$ cat config.mk
export PLATFORM = sky130hd
export DESIGN_NAME = id_ex_pipe
export DESIGN_NICKNAME = d
export VERILOG_FILES = /design/src/rtl/id_ex_pipe.sv
export SDC_FILE = /design/constraint.sdc
export NUM_CORES = 1
export LEC_CHECK = 0
export BUFFER_PORTS_ARGS = -buffer_cell sky130_fd_sc_hd__buf_4
export CAP_MARGIN = 15
export CORE_ASPECT_RATIO = 0.5
export CORE_UTILIZATION = 42
export DETAILED_ROUTE_END_ITERATION = 10
export PLACE_DENSITY = 0.88
export SLEW_MARGIN = 10
export SYNTH_ARGS = -nofsm -noshare
export SYNTH_HDL_FRONTEND = slang
export SYNTH_SLANG_ARGS = --single-unit
$ cat constraint.sdc
create_clock -name clk_i -period 5.1 [get_ports clk_i]
set_clock_uncertainty 0.05 [all_clocks]
set_input_delay 1.02 -clock clk_i [delete_from_list [all_inputs] [get_ports clk_i]]
set_output_delay 1.02 -clock clk_i [all_outputs]
set_load 0.02 [all_outputs]
$ cat src/rtl/id_ex_pipe.sv
// id_ex_pipe: ID/EX pipeline register with load-use bubble insertion, stall hold,
// branch flush and saturating bubble/flush counters.
module id_ex_pipe #(
    parameter int DATA_W = 32,
    parameter int CNT_W  = 16
) (
    input  logic              clk_i,
    input  logic              rst_i,
    input  logic              stall_i,
    input  logic              flush_i,
    input  logic              RegWrite_i,
    input  logic              MemtoReg_i,
    input  logic              MemRead_i,
    input  logic              MemWrite_i,
    input  logic              ALUSrc_i,
    input  logic [1:0]        ALUOp_i,
    input  logic [DATA_W-1:0] RS1data_i,
    input  logic [DATA_W-1:0] RS2data_i,
    input  logic [DATA_W-1:0] Imm_i,
    input  logic [9:0]        funct_i,
    input  logic [4:0]        RS1addr_i,
    input  logic [4:0]        RS2addr_i,
    input  logic [4:0]        RDaddr_i,
    output logic              RegWrite_o,
    output logic              MemtoReg_o,
    output logic              MemRead_o,
    output logic              MemWrite_o,
    output logic              ALUSrc_o,
    output logic [1:0]        ALUOp_o,
    output logic [DATA_W-1:0] RS1data_o,
    output logic [DATA_W-1:0] RS2data_o,
    output logic [DATA_W-1:0] Imm_o,
    output logic [9:0]        funct_o,
    output logic [4:0]        RS1addr_o,
    output logic [4:0]        RS2addr_o,
    output logic [4:0]        RDaddr_o,
    output logic              valid_o,
    output logic              hazard_o,
    output logic              PCWrite_o,
    output logic              IF_ID_Write_o,
    output logic [CNT_W-1:0]  bubble_cnt_o,
    output logic [CNT_W-1:0]  flush_cnt_o
);
    localparam int W = 7 + 3 * DATA_W + 25;

    logic [W-1:0] slot;
    logic         bubble;

    assign {RegWrite_o, MemtoReg_o, MemRead_o, MemWrite_o, ALUSrc_o, ALUOp_o,
            RS1data_o, RS2data_o, Imm_o, funct_o, RS1addr_o, RS2addr_o, RDaddr_o} = slot;

    assign hazard_o = valid_o & MemRead_o & (RDaddr_o != 5'd0) &
                      ((RDaddr_o == RS1addr_i) | (RDaddr_o == RS2addr_i));
    assign PCWrite_o     = ~hazard_o;
    assign IF_ID_Write_o = ~hazard_o;
    assign bubble        = flush_i | hazard_o;

    // A bubble clears the whole slot so forwarding sees Rd = x0.
    always_ff @(posedge clk_i or posedge rst_i) begin
        if (rst_i) begin
            slot         <= '0;
            valid_o      <= 1'b0;
            bubble_cnt_o <= '0;
            flush_cnt_o  <= '0;
        end else if (!stall_i) begin
            slot    <= bubble ? '0 : {RegWrite_i, MemtoReg_i, MemRead_i, MemWrite_i, ALUSrc_i,
                                      ALUOp_i, RS1data_i, RS2data_i, Imm_i, funct_i,
                                      RS1addr_i, RS2addr_i, RDaddr_i};
            valid_o <= ~bubble;
            if (flush_i && !(&flush_cnt_o))
                flush_cnt_o <= flush_cnt_o + CNT_W'(1);
            if (!flush_i && hazard_o && !(&bubble_cnt_o))
                bubble_cnt_o <= bubble_cnt_o + CNT_W'(1);
        end
    end
endmodule
# Word level (Yosys, flattened, before mapping)
# Cells that the tools add are included.
[word_totals] ff_bits=161 in_bits=132 output_inout_bits=164 elab_cells=28
[op_classes] addsub=2 n_eq_ne=2 muxes=1 n_bitwise=8 reduce_logical=11
[ops] operator="2-to-1 mux 128 bit" n=1
[ops] operator="adder 16 x 1 -> 16 bit, second input constant" n=2
[ops] operator="AND reduction 16 bit" n=2
[ops] operator="equality test 5 bit" n=2
[ops] operator="nonzero test 5 bit" n=1
[ops] operator="AND reduction 2 bit" n=2
[ops] operator="bitwise AND 1 bit" n=3
[ops] operator="logical AND 1 bit" n=3
[ops] operator="zero test 1 bit" n=3
[ops] operator="inverter 1 bit" n=3
[ops] operator="bitwise OR 1 bit" n=2

# Logic depth before layout (Yosys ltp)
# Gate-level depths: netlist (run 1).
[logic_depth] word_depth=6 mapped_depth=7 depth_no_buf=6

# Worst setup path after synthesis (run 1)
# OpenSTA, ideal clock, no wires.
[synth_path] kind="in2out" from="input RS1addr_i[4]" to="output PCWrite_o" arrival_time_ns=2.356 required_ns=4.030 setup_slack_ns=1.674 path_stages=6 path_buffers=2 path_cell_list="xnor2_1 > nand3_1 > o22ai_1 > clkbuf_1 > nand2_1 > buf_4"
[synth_between] elab_chain_len=4
[synth_lines] item="start, declared" line_no="21" rtl="input logic [4:0] RS1addr_i,"
[synth_lines] item="equality test 5 bit" line_no="53" rtl="((RDaddr_o == RS1addr_i) | (RDaddr_o == RS2addr_i));"
[synth_lines] item="bitwise OR 1 bit" line_no="53"
[synth_lines] item="bitwise AND 1 bit" line_no="52" rtl="assign hazard_o = valid_o & MemRead_o & (RDaddr_o != 5'd0) &"
[synth_lines] item="inverter 1 bit"
[synth_lines] item="end, declared" line_no="39" rtl="output logic PCWrite_o,"
# No other way between the ends.

# Worst setup path after layout (run 1)
[layout_path] from="input RS1addr_i[0]" to="output hazard_o"
[layout_between] elab_chain_len=3
[layout_lines] item="equality test 5 bit" line_no="53"
[layout_lines] item="bitwise OR 1 bit" line_no="53"
[layout_lines] item="bitwise AND 1 bit" line_no="52"
[layout_lines] item="end, declared" line_no="38" rtl="output logic hazard_o,"
# No other way between the ends.

==> results.toml, run 1 <==
[power]
power.share.sequential = 0.437
finalPower_w = 0.00338
power.static_leakage_nw = 4.74
combinationalPowerShare = 0.181
ir_worst_vdd_uv = 261
internal_power_w = 0.00241
power.density_mw_per_mm2 = 367
p_sw_frac = 0.285
netSwitchingPower_w = 0.000965
power_frac_clock = 0.381

[drt]
wl_um = 17700
vias = 5055
drc = 0
routed_wire_length_per_instance_um = 18.5
dr.pass1.iters = 4
detailedRoute.firstIterationViolations = 289
detail_route.vias_per_cell = 5.28
detail-route-antenna-nets = 0

[place]
buffer_ports.inserted = 295
place_inst = 925
placement.setup.worst_slack_ns = 1.81
post-dp-hpwl_um = 12700
place.gp.congestion = 0.844

[global_routing]
pin_count_of_the_biggest_net_entering_global_routing = 87
gr-total-overflow = 0
grt_pass1_vias = 4916
grt_antenna_before_repair = 0
grt_util_all_layers = 0.225
wire_length_of_the_first_global_routing_pass_um = 26900

[clock_network]
clock-sinks = 161
post_cts_resized = 0
cts_made_buffers = 17
cts_setup_buffers = 0
cts_tree = "built"
clockBufferDepth = 2
cts_hold_buf = 0
path_clk_slew_ns = 0.06
worst_skew_pair.late_latency_ns = 0.41
cts_root_buf = "sky130_fd_sc_hd__clkbuf_16"
cts_max_level = 4

[synthesis]
ys_seq_elements = 161
synth.area.top_cells = "sky130_fd_sc_hd__dfrtp_1 (64%), sky130_fd_sc_hd__a22o_1 (18%), sky130_fd_sc_hd__xnor2_1 (4.0%)"
ys.flop_type = "sky130_fd_sc_hd__dfrtp_1"
netlist.top_cell.by_area = "sky130_fd_sc_hd__dfrtp_1"
synth_largest_type_area_fraction = 0.641
syn-mean-instance-area_um2 = 13.7
syn_nets = 592
ys_types = 33
yosys_warnings = 0
async_flop_share = 1.00
ys_seq_area_frac = 0.641
synth_area_mm2 = 0.00629
synth_edf_count = 0
syn-instance-count = 458

[layout]
design.final.nets = 880
most-common-layout-cells = "sky130_fd_sc_hd__buf_4 (300), sky130_fd_sc_hd__dfrtp_1 (161), sky130_fd_sc_hd__a22o_1 (128)"
antennaDiodeCount = 0
final_layout_size_suffix_gt1_frac = 0.451
area_delta_synth_final_pct = 46.3
final_cells = 957
layout.cells.most_common = "sky130_fd_sc_hd__buf_4"

[hold_path]
whs_path_depth = 1
hold_wc_path_type = "reg -> reg"
worstHoldEndpoint = "slot[117]$_DFFE_PP0N_"
worst_hold_startpoint = "slot[117]$_DFFE_PP0N_"

[worst_setup_path]
worst_ep_arrival_time_ns = 2.26
ff2ff_path_depth = 6
worstReg2RegEnd = "slot[65]$_DFFE_PP0N_"
criticalPathCategory = "in -> out"
timing.critical_path.required_ns = 4.03
start_kind = "input pin"
setup_slack_of_the_most_critical_reg_to_reg_path_ns = 2.48
largest_driver_fanout_on_the_critical_path = 17
crit_start = "RS1addr_i[0]"
end_kind = "output pin"
rr_startpoint = "slot[1]$_DFFE_PP0N_"

[die]
floorplan.initialDensity = 0.432
number_of_rows_in_the_core_area = 31
horizontal_extent_of_the_die_um = 175
die_area_mm2 = 0.0155
fp.dieH_um = 88.5
io-pin-count = 296
core-area_mm2 = 0.0145

[timing]
finalWorstPathRequiredPeriod_ns = 3.33
maxSlewViolCount = 0
slew-limit-headroom = 0.347
timing.final.setup_violations = 0
timing.fmax_mhz = 300
timing.final.ws_setup_ns = 1.77
timing_hold_violations_final = 0
final.setup.tns_ns = 0
rsz0062_at_grt = "false"
worst_slew_pin_slew_ns = 0.977
final_period_util = 0.654

[status]
run_status = "finished clean"

[job]
maxCapViolCount = 0
==> state kept, by name (all words and copies together), names as in the netlist <==
register and count:
bubble_cnt_o 16, slot 128, valid_o 1, flush_cnt_o 16
==> layer usage <==
layer | wire [um] | GRT usage | vias to the layer above
li1 | - | - | 2309
met1 | 7360 | 0.298 | 2559
met2 | 9300 | 0.381 | 162
met3 | 771 | 0.0434 | 25
met4 | 250 | 0.0711 | 0
met5 | 0 | 0 | -
==> final cells by class <==
cell class	count	area, um^2
Fill cell	1116	5340
Clock inverter	15	170
Multi-Input combinational cell	259	2030
Tap cell	198	248
Inverter	6	26.3
Clock buffer	17	425
Sequential cell	161	4030
Timing Repair Buffer	301	2270
==> per-stage QoR <==
step | utilization | cell area [um^2] | hold WS [ns]
global placement | 0.592 | 8610 | 0.442
detailed placement | 0.592 | 8610 | 0.448
CTS | 0.633 | 9210 | 0.464
floorplan | - | 6290 | 0.544
finish | 0.633 | 9210 | 0.457
global route | 0.633 | 9210 | 0.472
==> Yosys cell counts, types with 5 or more instances <==
library cell                 n
sky130_fd_sc_hd__dfrtp_1   161
sky130_fd_sc_hd__clkbuf_1   17
sky130_fd_sc_hd__buf_6      10
sky130_fd_sc_hd__xnor2_1    29
sky130_fd_sc_hd__inv_1       5
sky130_fd_sc_hd__and3_1      9
sky130_fd_sc_hd__nand4_1    12
sky130_fd_sc_hd__a22o_1    128
sky130_fd_sc_hd__nand3_1    13
sky130_fd_sc_hd__and4_1      5
sky130_fd_sc_hd__nand2_1    12
sky130_fd_sc_hd__xor2_1      8
sky130_fd_sc_hd__nor2_1     11
==> cells by family (layout without fill, tap and decap cells) <==
family,Yosys count,count (layout),share of synthesized area
XOR/XNOR,37,37,0.0515
AO/OA/AOI/OAI,140,140,0.193
AND/OR/NAND/NOR,77,77,0.0686
flip-flops,161,161,0.641
buffers and inverters,38,339,0.0372
multiplexers,3,3,0.00537
adder cells (fa/ha/maj),2,2,0.00398
==> worst max path at each step <==
stage,endpoint,slack [ns],cells past startpoint
after global routing,hazard_o,1.66,8
after global placement,hazard_o,1.83,8
after floorplan,PCWrite_o,1.67,6
final,hazard_o,1.77,8
after detailed placement,hazard_o,1.81,8
after CTS,hazard_o,1.81,8
==> critical path, cell delays in order <==
cell                      delay (ns)
sky130_fd_sc_hd__buf_4          0.12
sky130_fd_sc_hd__xnor2_1        0.17
sky130_fd_sc_hd__nand3_1        0.10
sky130_fd_sc_hd__o22ai_1        0.23
sky130_fd_sc_hd__buf_4          0.26
sky130_fd_sc_hd__nand2_1        0.15
sky130_fd_sc_hd__inv_1          0.08
sky130_fd_sc_hd__buf_4          0.13
==> power by group through the flow <==
stage,clock [W],combinational [W],sequential [W]
finish,0.00129,0.000613,0.00148
global route,0.00137,0.000656,0.00149
CTS,0.00131,0.000619,0.00148
detailed placement,0,0.000618,0.00150
global placement,0,0.000604,0.00149
floorplan,0,0.000187,0.00161
Power figures use the tool's default switching activity.
==> inputs of run 2 (changes only) <==
--- a/config.mk
+++ b/config.mk
@@ -8,9 +8,9 @@
 export BUFFER_PORTS_ARGS = -buffer_cell sky130_fd_sc_hd__buf_4
 export CAP_MARGIN = 15
 export CORE_ASPECT_RATIO = 0.5
-export CORE_UTILIZATION = 42
+export CORE_UTILIZATION = 45
 export DETAILED_ROUTE_END_ITERATION = 10
-export PLACE_DENSITY = 0.88
+export PLACE_DENSITY = 0.9
 export SLEW_MARGIN = 10
 export SYNTH_ARGS = -nofsm -noshare
 export SYNTH_HDL_FRONTEND = slang
==> constraint.sdc (replaced) <==
create_clock -name clk_i -period 3.1 [get_ports clk_i]
set_clock_uncertainty 0.05 [all_clocks]
set_input_delay 0.62 -clock clk_i [delete_from_list [all_inputs] [get_ports clk_i]]
set_output_delay 0.62 -clock clk_i [all_outputs]
set_load 0.02 [all_outputs]
==> results.toml, run 2 (same netlist as run 1, synthesis figures left out) <==
[power]
ir_worst_vdd_uv = 485
internal_power_w = 0.00398
combinationalPowerShare = 0.184
power.density_mw_per_mm2 = 604
power.static_leakage_nw = 4.78
p_sw_frac = 0.289
power.share.sequential = 0.434
power_frac_clock = 0.383
netSwitchingPower_w = 0.00162

[worst_setup_path]
critical_path_cell_by_cell = "or4_1 > o211ai_2 > inv_2 > nand2_1 > inv_1 > buf_4"
start_kind = "flip-flop"
timing.critical_path.required_ns = 2.43
setup_slack_of_the_most_critical_reg_to_reg_path_ns = 0.77
criticalPathCategory = "reg -> out"
worst_ep_arrival_time_ns = 2.10
largest_driver_fanout_on_the_critical_path = 5
end_kind = "output pin"
timing.critical_path.slowest_cell_delay_ns = 0.55
critPathSlowestCell = "sky130_fd_sc_hd__or4_1"

[clock_network]
cts_root_buf = "sky130_fd_sc_hd__clkbuf_16"
cts_hold_buf = 0
post_cts_resized = 0
clock-sinks = 161
cts_setup_buffers = 0
worst_skew_pair.late_latency_ns = 0.40
path_clk_slew_ns = 0.08
clockBufferDepth = 2
cts_tree = "built"
cts_max_level = 4
cts_made_buffers = 17

[global_routing]
gr-total-overflow = 0
wire_length_of_the_first_global_routing_pass_um = 27900
grtUsageMet2 = 0.441
grt_pass1_vias = 5118
global_route.usage.met3 = 0.0420
pin_count_of_the_biggest_net_entering_global_routing = 88
grt_most_used_layer = "met2"
grt_antenna_before_repair = 0
grt_util_all_layers = 0.248
globalRouteMet1Util = 0.317

[die]
number_of_rows_in_the_core_area = 30
horizontal_extent_of_the_die_um = 169
core-area_mm2 = 0.0136
floorplan.initialDensity = 0.463
io-pin-count = 296
fp.dieH_um = 85.6
die_area_mm2 = 0.0145

[layout]
most-common-layout-cells = "sky130_fd_sc_hd__buf_4 (303), sky130_fd_sc_hd__dfrtp_1 (161), sky130_fd_sc_hd__a22o_1 (128)"
layout.cells.most_common = "sky130_fd_sc_hd__buf_4"
area_delta_synth_final_pct = 47.5
largest_register_ff_count = 128
final_layout_size_suffix_gt1_frac = 0.455
antennaDiodeCount = 0
largest-register = "slot"
design.final.nets = 886
final_cells = 957
reg_top3 = "slot: 128 flops, bubble_cnt_o: 16 flops, flush_cnt_o: 16 flops"

[place]
post-dp-hpwl_um = 13200
place_inst = 925
buffer_ports.inserted = 295
place.gp.congestion = 0.892

[drt]
wl_um = 18000
drc = 0
dr.pass1.iters = 4
detail_route.vias_per_cell = 5.32
vias = 5087
routed_wire_length_per_instance_um = 18.8
detail-route-antenna-nets = 0
detailedRoute.firstIterationViolations = 334

[timing]
final.setup.tns_ns = 0
finalWorstPathRequiredPeriod_ns = 2.77
timing_hold_violations_final = 0
rsz0062_at_grt = "false"
final_period_util = 0.895
timing.fmax_mhz = 361
slew-limit-headroom = 0.542
maxSlewViolCount = 0
timing.final.setup_violations = 0
worst_slew_pin_slew_ns = 0.687

[status]
run_status = "finished clean"

[job]
maxCapViolCount = 0

[hold_path]
hold_wc_path_type = "in -> async"
run 2: changes by cell type in the layout (fill, tap and decap cells not counted), sizes merged:
cell,before,now
buf,301,307
run 2: area by class of cell:
class | count | area [um^2]
clock buffer | 17 | 425
clock inverter | 15 | 170
fill | 1010 | 4310
inverter | 6 | 26.3
multi-input combinational | 259 | 2030
sequential | 161 | 4030
tap | 192 | 240
timing repair buffer | 307 | 2350
run 2: final timing paths:
kind	start	endpoint	cells past startpoint
setup reg to reg	slot[1]$_DFFE_PP0N_	slot[23]$_DFFE_PP0N_	6
min in group clk_i	RS2data_i[24]	slot[81]$_DFFE_PP0N_	2
setup / recovery	slot[1]$_DFFE_PP0N_	hazard_o	6
hold / removal	rst_i	slot[71]$_DFFE_PP0N_	2
max in group asynchronous	rst_i	slot[7]$_DFFE_PP0N_	3
hold reg to reg	flush_cnt_o[10]$_DFFE_PP0P_	flush_cnt_o[10]$_DFFE_PP0P_	1
run 2: power by group through the flow:
stage | clock network (W) | logic [W] | registers, W
global placement | 0 | 0.00100 | 0.00245
CTS | 0.00217 | 0.00104 | 0.00243
finish | 0.00215 | 0.00103 | 0.00243
floorplan | 0 | 0.000308 | 0.00265
detailed placement | 0 | 0.00103 | 0.00246
global route | 0.00227 | 0.00108 | 0.00245
run 2: metrics by stage:
stage          setup WS [ns]  hold slack, ns  total power [W]  instance area (um^2)   util
3_5_place_dp           0.759           0.437          0.00350                  8680  0.639
3_3_place_gp           0.794           0.434          0.00346                  8680  0.639
5_1_grt                0.213           0.263          0.00580                  9280  0.683
4_1_cts                0.318           0.249          0.00563                  9280  0.683
2_1_floorplan          0.387           0.544          0.00296                  6290      -
6_report               0.327           0.239          0.00560                  9280  0.683
run 2: layer usage:
metal | wire (um) | vias to the layer above
met1 | 7620 | 2608
met5 | 0 | -
met4 | 291 | 0
li1 | - | 2317
met3 | 633 | 24
met2 | 9480 | 138
run 2: critical path, delay by kind of cell, from the launching register on:
| kind | cells | cell delay (ns) |
|---|---|---|
| and+or+nand+nor | 2 | 0.68 |
| buffers and inverters | 3 | 0.30 |
| DFF | 1 | 0.44 |
| AOI/OAI and AO/OA | 1 | 0.28 |
==> inputs of run 3 (changes only) <==
--- a/config.mk
+++ b/config.mk
@@ -7,10 +7,12 @@
 export LEC_CHECK = 0
 export BUFFER_PORTS_ARGS = -buffer_cell sky130_fd_sc_hd__buf_4
 export CAP_MARGIN = 15
+export CELL_PAD_IN_SITES_DETAIL_PLACEMENT = 0
+export CELL_PAD_IN_SITES_GLOBAL_PLACEMENT = 1
 export CORE_ASPECT_RATIO = 0.5
-export CORE_UTILIZATION = 45
+export CORE_UTILIZATION = 36
 export DETAILED_ROUTE_END_ITERATION = 10
-export PLACE_DENSITY = 0.9
+export PLACE_DENSITY = 0.92
 export SLEW_MARGIN = 10
 export SYNTH_ARGS = -nofsm -noshare
 export SYNTH_HDL_FRONTEND = slang
==> results.toml, run 3 (same netlist as run 1, synthesis figures left out) <==
[die]
floorplan.initialDensity = 0.376
core-area_mm2 = 0.0167
horizontal_extent_of_the_die_um = 189
io-pin-count = 296
die_area_mm2 = 0.0180
number_of_rows_in_the_core_area = 33
fp.dieH_um = 95.5

[drt]
vias = 5027
routed_wire_length_per_instance_um = 18.1
dr.pass1.iters = 4
detailedRoute.firstIterationViolations = 297
detail_route.vias_per_cell = 5.10
drc = 0
detail-route-antenna-nets = 0
wl_um = 17800

[timing]
final.setup.tns_ns = 0
timing_hold_violations_final = 0
rsz0062_at_grt = "false"
finalWorstPathRequiredPeriod_ns = 2.76
worst_slew_pin_slew_ns = 1.12
final_period_util = 0.889
timing.final.setup_violations = 0
timing.final.ws_setup_ns = 0.343
maxSlewViolCount = 0
timing.fmax_mhz = 363
slew-limit-headroom = 0.252

[clock_network]
worst_skew_pair.late_latency_ns = 0.41
cts_root_buf = "sky130_fd_sc_hd__clkbuf_16"
clock-sinks = 161
cts_hold_buf = 0
cts_tree = "built"
post_cts_resized = 0
cts_made_buffers = 17
cts_setup_buffers = 0
cts_max_level = 4
clockBufferDepth = 2
path_clk_slew_ns = 0.07

[layout]
design.final.nets = 880
final_cells = 986
reg_top3 = "slot: 128 flops, bubble_cnt_o: 16 flops, flush_cnt_o: 16 flops"
final_layout_size_suffix_gt1_frac = 0.449
antennaDiodeCount = 0
largest-register = "slot"
most-common-layout-cells = "sky130_fd_sc_hd__buf_4 (299), sky130_fd_sc_hd__dfrtp_1 (161), sky130_fd_sc_hd__a22o_1 (128)"
area_delta_synth_final_pct = 47.9
stdcell_area_mm2 = 0.00931
largest_register_ff_count = 128
layout.cells.most_common = "sky130_fd_sc_hd__buf_4"

[worst_setup_path]
largest_driver_fanout_on_the_critical_path = 5
end_kind = "output pin"
timing.critical_path.slowest_cell_delay_ns = 0.55
timing.critical_path.buf_inv = 3
critical_path_cell_by_cell = "or4_1 > o211ai_2 > inv_2 > nand2_1 > inv_1 > buf_4"
worst_ep_arrival_time_ns = 2.09
critPathSlowestCell = "sky130_fd_sc_hd__or4_1"
criticalPathCategory = "reg -> out"
critical_path.top_delay_family = "simple AND/OR/NAND/NOR gates"
start_kind = "flip-flop"
timing.critical_path.required_ns = 2.43

[status]
run_status = "finished clean"

[place]
place_inst = 954
buffer_ports.inserted = 295
place.gp.congestion = 0.858
post-dp-hpwl_um = 12600
placement.setup.worst_slack_ns = 0.766
post_dp_cell_area_mm2 = 0.00866

[global_routing]
grt_util_all_layers = 0.197
grt_pass1_vias = 4792
pin_count_of_the_biggest_net_entering_global_routing = 162
grt_antenna_before_repair = 0
gr-total-overflow = 0
wire_length_of_the_first_global_routing_pass_um = 27300

[power]
finalPower_w = 0.00572
ir_worst_vdd_uv = 399
power.static_leakage_nw = 4.77
power.density_mw_per_mm2 = 615

[hold_path]
hold_wc_path_type = "in -> async"

[job]
maxCapViolCount = 0
-- run 3: cell types whose count changed in the layout (fill, tap and decap cells not counted) --
cell                        delta
sky130_fd_sc_hd__inv_6         -4
sky130_fd_sc_hd__buf_12        -2
sky130_fd_sc_hd__clkinv_2      -1
sky130_fd_sc_hd__clkbuf_8      +3
sky130_fd_sc_hd__bufinv_16     +2
sky130_fd_sc_hd__buf_4         -4
sky130_fd_sc_hd__clkinv_4      +1
sky130_fd_sc_hd__clkbuf_1      +1
sky130_fd_sc_hd__inv_8         -2
-- run 3: worst paths after layout --
check	startpoint	to	slack [ns]	depth (start not counted)
worst max-delay path	slot[1]$_DFFE_PP0N_	hazard_o	0.34	6
worst min-delay path	rst_i	slot[15]$_DFFE_PP0N_	0.36	3
worst max register to register	slot[1]$_DFFE_PP0N_	slot[32]$_DFFE_PP0N_	0.72	6
worst min register to register	slot[6]$_DFFE_PP0N_	slot[6]$_DFFE_PP0N_	0.46	1
max in group asynchronous	rst_i	slot[31]$_DFFE_PP0N_	1.93	3
min in group clk_i	RS2data_i[5]	slot[62]$_DFFE_PP0N_	0.37	2
-- run 3: layout make-up --
cell class | instances | area (um^2)
multi-input combinational | 259 | 2030
timing repair buffer | 301 | 2280
sequential | 161 | 4030
fill | 1425 | 7420
clock inverter | 11 | 176
inverter | 6 | 26.3
clock buffer | 21 | 470
tap | 227 | 284
-- run 3: worst reg2reg max path, cell delays in order (launching register included) --
cell	delay, ns
sky130_fd_sc_hd__dfrtp_1	0.43
sky130_fd_sc_hd__or4_1	0.56
sky130_fd_sc_hd__o211ai_2	0.29
sky130_fd_sc_hd__inv_2	0.09
sky130_fd_sc_hd__a21oi_4	0.19
sky130_fd_sc_hd__buf_12	0.37
sky130_fd_sc_hd__a22o_1	0.33
-- run 3: per-layer routing --
metal  part of all wire  wire (um)  track usage
met5                  0          0            0
met4              0.016        291       0.0612
met3              0.040        718       0.0412
met2               0.52       9250        0.336
met1               0.42       7550        0.253
-- run 3: stage by stage --
step / util / hold WS, ns
after global routing: 0.556 / 0.346
final: 0.556 / 0.361
after detailed placement: 0.518 / 0.448
after CTS: 0.556 / 0.351
after floorplan: - / 0.544
after global placement: 0.518 / 0.445
-- run 3: where the power goes --
group / switching [W] / internal (W)
clock: 0.000860 / 0.00142
combinational: 0.000520 / 0.000484
sequential: 0.000156 / 0.00228
